===== config.mk =====
export PLATFORM = sky130hd
export DESIGN_NAME = sliding_window_gen_flat
export DESIGN_NICKNAME = d
export VERILOG_FILES = /design/src/rtl/sliding_window_gen_if.sv /design/src/rtl/sliding_window_gen.sv /design/src/flat_wrapper.sv
export SDC_FILE = /design/constraint.sdc
export NUM_CORES = 1
export LEC_CHECK = 0
export CAP_MARGIN = 20
export CORE_ASPECT_RATIO = 1.75
export CORE_MARGIN = 1.5
export CORE_UTILIZATION = 60
export CTS_BUF_LIST = sky130_fd_sc_hd__clkbuf_2
export DETAILED_ROUTE_END_ITERATION = 7
export PLACE_DENSITY = 0.9
export SLEW_MARGIN = 30
export SYNTH_ARGS = -nofsm -noshare
export SYNTH_HDL_FRONTEND = slang
export SYNTH_SLANG_ARGS = --single-unit
export TNS_END_PERCENT = 10

===== constraint.sdc =====
create_clock -name clk -period 9.1 [get_ports clk]
set_input_delay 2.275 -clock clk [delete_from_list [all_inputs] [get_ports clk]]
set_output_delay 2.275 -clock clk [all_outputs]
set_load 0.1 [all_outputs]

===== src/rtl/sliding_window_gen_if.sv =====
// Pixel-in / window-out bundle for sliding_window_gen.
// Latency: none, this is wiring only.
// Backpressure: in_ready gates pixel acceptance; the window side has no ready.
//
// Ports (signals):
//   pixel_valid, pixel_data  : raster pixel stream into the window generator
//   in_ready                 : pixel accepted when pixel_valid & in_ready
//   window_valid, window_data: one packed WINDOW_SIZE x WINDOW_SIZE neighbourhood
//   frame_done               : one-cycle pulse after the last pixel of a frame
// Modports: master = stream source / window sink, slave = the window generator.
interface sliding_window_gen_if #(
  parameter int WINDOW_SIZE = 3,
  parameter int PIXEL_WIDTH = 8
);
  logic                                           pixel_valid;
  logic [PIXEL_WIDTH-1:0]                         pixel_data;
  logic                                           in_ready;
  logic                                           window_valid;
  logic [WINDOW_SIZE*WINDOW_SIZE*PIXEL_WIDTH-1:0] window_data;
  logic                                           frame_done;

  modport master (
    output pixel_valid, pixel_data,
    input  in_ready, window_valid, window_data, frame_done
  );

  modport slave (
    input  pixel_valid, pixel_data,
    output in_ready, window_valid, window_data, frame_done
  );
endinterface


===== src/rtl/sliding_window_gen.sv =====
// Raster pixel stream to WINDOW_SIZE x WINDOW_SIZE neighbourhoods for interior pixels.
// Latency: window_valid one cycle after accepting the pixel at the window's bottom-right.
// Backpressure: in_ready drops for exactly one cycle after each frame; no downstream ready.
//
// Ports:
//   clk     : clock
//   rst_n   : asynchronous active-low reset
//   win_if  : sliding_window_gen_if.slave (pixel stream in, windows and frame_done out)
// Tap (r,c) of window_data sits at [(r*WINDOW_SIZE+c)*PIXEL_WIDTH +: PIXEL_WIDTH];
// row 0 is the oldest line, column 0 the oldest pixel.
module sliding_window_gen #(
  parameter int WINDOW_SIZE  = 3,
  parameter int IMAGE_WIDTH  = 8,
  parameter int IMAGE_HEIGHT = 8,
  parameter int PIXEL_WIDTH  = 8
) (
  input  logic                 clk,
  input  logic                 rst_n,
  sliding_window_gen_if.slave  win_if
);

  localparam int W  = WINDOW_SIZE;
  localparam int DW = W * W * PIXEL_WIDTH;
  localparam int CW = (IMAGE_WIDTH  > 1) ? $clog2(IMAGE_WIDTH)  : 1;
  localparam int RW = (IMAGE_HEIGHT > 1) ? $clog2(IMAGE_HEIGHT) : 1;

  localparam logic [CW-1:0] COL_LAST = CW'(IMAGE_WIDTH - 1);
  localparam logic [RW-1:0] ROW_LAST = RW'(IMAGE_HEIGHT - 1);
  localparam logic [CW-1:0] COL_WIN0 = CW'(W - 1);
  localparam logic [RW-1:0] ROW_WIN0 = RW'(W - 1);

  typedef enum logic {STREAM, FRAME_END} state_t;

  state_t                 state;
  logic [CW-1:0]          in_col;
  logic [RW-1:0]          in_row;
  logic                   in_ready_q;
  logic                   window_valid_q;
  logic                   frame_done_q;
  logic [DW-1:0]          window_data_q;

  // Line buffers: lb[0] is the oldest stored line, lb[W-2] the line just above the input.
  logic [PIXEL_WIDTH-1:0] lb      [W-1][IMAGE_WIDTH];
  logic [PIXEL_WIDTH-1:0] win     [W][W];
  logic [PIXEL_WIDTH-1:0] win_nxt [W][W];
  logic [DW-1:0]          win_packed;

  logic accept;
  logic emit;
  logic last_px;

  assign accept  = win_if.pixel_valid & in_ready_q;
  assign emit    = (in_row >= ROW_WIN0) && (in_col >= COL_WIN0);
  assign last_px = (in_row == ROW_LAST) && (in_col == COL_LAST);

  // Window after this accept: shift left, new right column is the buffered column plus input.
  always_comb begin
    win_nxt = win;
    for (int r = 0; r < W; r++) begin
      for (int c = 0; c < W - 1; c++) begin
        win_nxt[r][c] = win[r][c+1];
      end
    end
    for (int r = 0; r < W - 1; r++) begin
      win_nxt[r][W-1] = lb[r][in_col];
    end
    win_nxt[W-1][W-1] = win_if.pixel_data;
  end

  always_comb begin
    win_packed = '0;
    for (int r = 0; r < W; r++) begin
      for (int c = 0; c < W; c++) begin
        win_packed[(r*W+c)*PIXEL_WIDTH +: PIXEL_WIDTH] = win_nxt[r][c];
      end
    end
  end

  // Line-buffer RAM carries no reset; stale contents only ever feed non-emitted windows.
  always_ff @(posedge clk) begin
    if (accept) begin
      for (int k = 0; k < W - 2; k++) begin
        lb[k][in_col] <= lb[k+1][in_col];
      end
      lb[W-2][in_col] <= win_if.pixel_data;
    end
  end

  // The shift register advances on every accept, including the left-edge columns
  // whose windows are never emitted; it refills with the new row before emission.
  always_ff @(posedge clk or negedge rst_n) begin
    if (!rst_n) begin
      for (int r = 0; r < W; r++) begin
        for (int c = 0; c < W; c++) begin
          win[r][c] <= '0;
        end
      end
    end else if (accept) begin
      win <= win_nxt;
    end
  end

  always_ff @(posedge clk or negedge rst_n) begin
    if (!rst_n) begin
      state          <= STREAM;
      in_col         <= '0;
      in_row         <= '0;
      in_ready_q     <= 1'b1;
      window_valid_q <= 1'b0;
      frame_done_q   <= 1'b0;
      window_data_q  <= '0;
    end else begin
      window_valid_q <= 1'b0;
      frame_done_q   <= 1'b0;
      case (state)
        STREAM: begin
          if (accept) begin
            if (emit) begin
              window_valid_q <= 1'b1;
              window_data_q  <= win_packed;
            end
            if (last_px) begin
              in_col       <= '0;
              in_row       <= '0;
              state        <= FRAME_END;
              in_ready_q   <= 1'b0;
              frame_done_q <= 1'b1;
            end else if (in_col == COL_LAST) begin
              in_col <= '0;
              in_row <= in_row + 1'b1;
            end else begin
              in_col <= in_col + 1'b1;
            end
          end
        end
        FRAME_END: begin
          // One dead cycle: any pixel offered now stays with the source.
          state      <= STREAM;
          in_ready_q <= 1'b1;
        end
        default: begin
          state      <= STREAM;
          in_ready_q <= 1'b1;
        end
      endcase
    end
  end

  assign win_if.in_ready     = in_ready_q;
  assign win_if.window_valid = window_valid_q;
  assign win_if.window_data  = window_data_q;
  assign win_if.frame_done   = frame_done_q;

endmodule


===== src/flat_wrapper.sv =====
// flat-port wrapper written by rule: the top's interface ports become plain ports
module sliding_window_gen_flat 
#(
  parameter int WINDOW_SIZE  = 3,
  parameter int IMAGE_WIDTH  = 8,
  parameter int IMAGE_HEIGHT = 8,
  parameter int PIXEL_WIDTH  = 8
)
  (clk, rst_n, win_if_pixel_valid, win_if_pixel_data, win_if_in_ready, win_if_window_valid, win_if_window_data, win_if_frame_done);
  sliding_window_gen_if #(.WINDOW_SIZE(WINDOW_SIZE), .PIXEL_WIDTH(PIXEL_WIDTH)) win_if_i ();
  input  logic clk;
  input  logic rst_n;
  input wire logic [$bits(win_if_i.pixel_valid)-1:0] win_if_pixel_valid;
  input wire logic [$bits(win_if_i.pixel_data)-1:0] win_if_pixel_data;
  output wire logic [$bits(win_if_i.in_ready)-1:0] win_if_in_ready;
  output wire logic [$bits(win_if_i.window_valid)-1:0] win_if_window_valid;
  output wire logic [$bits(win_if_i.window_data)-1:0] win_if_window_data;
  output wire logic [$bits(win_if_i.frame_done)-1:0] win_if_frame_done;
  assign win_if_i.pixel_valid = win_if_pixel_valid;
  assign win_if_i.pixel_data = win_if_pixel_data;
  assign win_if_in_ready = win_if_i.in_ready;
  assign win_if_window_valid = win_if_i.window_valid;
  assign win_if_window_data = win_if_i.window_data;
  assign win_if_frame_done = win_if_i.frame_done;
  sliding_window_gen #(.WINDOW_SIZE(WINDOW_SIZE), .IMAGE_WIDTH(IMAGE_WIDTH), .IMAGE_HEIGHT(IMAGE_HEIGHT), .PIXEL_WIDTH(PIXEL_WIDTH)) u_core (.clk(clk), .rst_n(rst_n), .win_if(win_if_i));
endmodule

==> flow_summary.json <==
{
  "tightest_slew_ns": 1.00,
  "path_buf_inv": 1,
  "die_area_um2": 17600,
  "power_leakage_nw": 4.70,
  "ys.warnings.count": 0,
  "timing.final.crit_share_pct": 52.8,
  "vias_per_cell": 5.80,
  "stdcell_area_um2": 11500,
  "worstPathMaxFanout": 7,
  "rsz0062_at_grt": "no",
  "drive_gt1_share_pct": 32.5,
  "peakVddDrop_mv": 0.0705,
  "wl_per_cell_um": 21.1,
  "die_w_um": 101,
  "clockRootBuffer": "clkbuf_2",
  "crit_required_ns": 6.83,
  "syn_nets": 564,
  "grt_pass1_wl_mm": 31.6,
  "pwr-share-seq_pct": 65.6,
  "p_int_mw": 1.44,
  "grt_usage_pct": 23.6,
  "cts_sinks": 257,
  "area_delta_synth_final_pct": 14.6,
  "avgSynthCellArea_um2": 18.4,
  "clk_pin_slew_ns": 0.12,
  "ys_ff_latch": 257,
  "yosysUniqueCellTypes": 37,
  "gp_congestion": 0.815,
  "dr.first_iter.drc_count": 346,
  "hpwl_mm": 12.7,
  "drtAntennaViolNets": 0,
  "htree_levels": 2,
  "synth_cells": 546,
  "skew_ns": 0.0540,
  "initial_core_util_pct": 61.2,
  "outcome": "finished clean",
  "grt_max_degree": 79,
  "antenna_found_initial": 1,
  "fp.dieH_um": 174,
  "nNetsFinal": 686,
  "synth.cell_area_um2": 10100,
  "hold_ws_ns": 0.488,
  "grt.overflow.total": 0,
  "hold_start": "u_core.win[10]",
  "power_density_nw_per_um2": 160,
  "portBuffers": 85,
  "cts_tree": "built",
  "tns_ns": 0,
  "cpLargestDelayFamily": "buffers and inverters",
  "post_cts_buffers": 0,
  "slew_headroom_pct": 33.0,
  "coreArea_um2": 16400,
  "fill_cells": 1023,
  "path_class": "reg -> out",
  "slowest_delay_ns": 1.15,
  "worstPathCellList": "clkdlybuf4s50_1",
  "period_minus_slack_ns": 4.80,
  "clock.fmax_mhz": 208,
  "cts_buffers": 53,
  "p_switching_mw": 0.411,
  "remaining_drc_errors": 0,
  "drv_cap": 0,
  "worstReg2RegStart": "u_core.in_col[0]",
  "num_vias": 5372,
  "final_cells": 927,
  "fp-row-count": 62,
  "cp-end-kind": "output port",
  "swShare_pct": 22.2,
  "clk-insertion-delay-late_ns": 0.78,
  "grt_pass1_vias": 5877,
  "cp-start-kind": "flop",
  "setup-violations-final": 0,
  "clkPwrFrac_pct": 33.3,
  "ctsResizeCount": 0,
  "cts_max_path_buffers": 3,
  "slowest_stage": "clkdlybuf4s50_1",
  "crit_start": "u_core.win_if.in_ready",
  "ioPinCount": 86,
  "drt_wl_total_mm": 19.5,
  "hold_class": "reg -> reg",
  "hold_violations": 0,
  "ctsHoldBuffers": 0,
  "final_max_slew_viol_count": 0,
  "synth-seq-area-share_pct": 70.2,
  "pwr-share-comb_pct": 1.1,
  "post-place-cells": 836,
  "dr.pass1.iters": 5,
  "arrival_ns": 2.53,
  "dpl_cell_area_um2": 11100
}
## final cells by class
type | count | area, µm² | share of cell area, %
timing repair buffer | 99 | 977 | 8.47
sequential | 257 | 7070 | 61.3
clock buffer | 76 | 380 | 3.30
inverter | 10 | 37.5 | 0.325
multi-input combinational | 247 | 2740 | 23.7
tap | 224 | 280 | 2.43
antenna | 1 | 2.50 | 0.0217
clock inverter | 13 | 50.0 | 0.434
## cells in the mapped netlist
master | number | share of area (%)
o21ai_0 | 18 | 0.89
dfrtp_1 | 128 | 32
and3b_1 | 1 | 0.087
a31oi_1 | 19 | 1.2
a21o_1 | 2 | 0.15
a21oi_2 | 1 | 0.087
nand4b_1 | 1 | 0.087
and3_4 | 1 | 0.11
nor3b_1 | 1 | 0.075
mux4_2 | 30 | 6.7
nand2_1 | 23 | 0.86
nand3_1 | 2 | 0.099
and2_1 | 1 | 0.062
inv_1 | 9 | 0.34
nor4_1 | 2 | 0.12
nor2_1 | 4 | 0.15
or4b_2 | 1 | 0.099
buf_6 | 4 | 0.45
nor3_1 | 4 | 0.20
ha_1 | 7 | 0.87
a21oi_1 | 14 | 0.70
edfxtp_1 | 128 | 38
nor4bb_1 | 1 | 0.099
or3_4 | 1 | 0.11
nand2b_1 | 1 | 0.062
dfstp_2 | 1 | 0.26
nand3b_1 | 1 | 0.075
mux2_4 | 52 | 7.8
or3_1 | 3 | 0.19
buf_1 | 5 | 0.19
o221a_2 | 1 | 0.11
buf_2 | 4 | 0.20
buf_12 | 6 | 1.2
mux2_2 | 38 | 4.2
clkbuf_1 | 13 | 0.48
mux2i_1 | 17 | 1.7
inv_2 | 1 | 0.037
## registers in the layout (all words and copies together), names as in the netlist
register	flops
u_core.lb	128
u_core.win_if.window_valid	1
u_core.win	48
u_core.win_if.window_data	72
u_core.win_if.frame_done	1
u_core.in_row	3
u_core.in_col	3
u_core.win_if.in_ready	1
## power groups by stage
stage	Sequential (mW)	Combinational (mW)	Clock, mW
floorplan	1.24	0.000122	0
global placement	1.24	0.0200	0
detailed placement	1.24	0.0210	0
CTS	1.22	0.0211	0.636
global route	1.22	0.0236	0.688
finish	1.22	0.0205	0.616
## routing by layer
metal / wire length (µm) / global-route usage [%] / up-vias
met5: 0 / 0 / -
met1: 7060 / 28.5 / 2776
met2: 10700 / 40.1 / 205
met3: 872 / 3.50 / 53
met4: 873 / 13.3 / 0
li1: - / - / 2338
## logic make-up after synthesis
| logic type | count (synthesis) | synth area share, % |
|---|---|---|
| buf+inv | 42 | 2.88 |
| mux | 137 | 20.4 |
| fa+ha+maj | 7 | 0.870 |
| flops | 257 | 70.2 |
| simple gates | 48 | 2.49 |
| compound gates | 55 | 3.12 |
## through the flow
| stage | util (%) | setup slack (ns) | total power, mW |
|---|---|---|---|
| finish | 70.2 | 4.30 | 1.85 |
| global route | 70.2 | 4.24 | 1.93 |
| CTS | 70.0 | 4.27 | 1.87 |
| detailed placement | 67.4 | 3.77 | 1.26 |
| global placement | 67.4 | 3.82 | 1.26 |
| floorplan | - | 4.42 | 1.24 |
## layout by cell type, fill, tap and decap left out, types with 18 or more instances in the layout
cell type / count
mux2_2: 38
clkbuf_2: 76
nand2_1: 23
mux4_2: 30
o21ai_0: 18
a31oi_1: 19
clkdlybuf4s50_1: 84
dfrtp_1: 127
mux2_4: 52
edfxtp_1: 128
## path summary, 6_finish.rpt
| kind | depth (start not counted) | endpoint | slack, ns |
|---|---|---|---|
| min reg2reg | 1 | u_core.win_if.window_data[50] | 0.49 |
| max reg2reg | 8 | u_core.win_if.window_data[59] | 5.86 |
| max | 1 | win_if_in_ready | 4.30 |
| min in group asynchronous | 1 | u_core.win[50] | 1.53 |
| min | 1 | u_core.win_if.window_data[50] | 0.49 |
| max in group asynchronous | 2 | u_core.win[11] | 6.45 |
(Power assumes the default switching activity.)
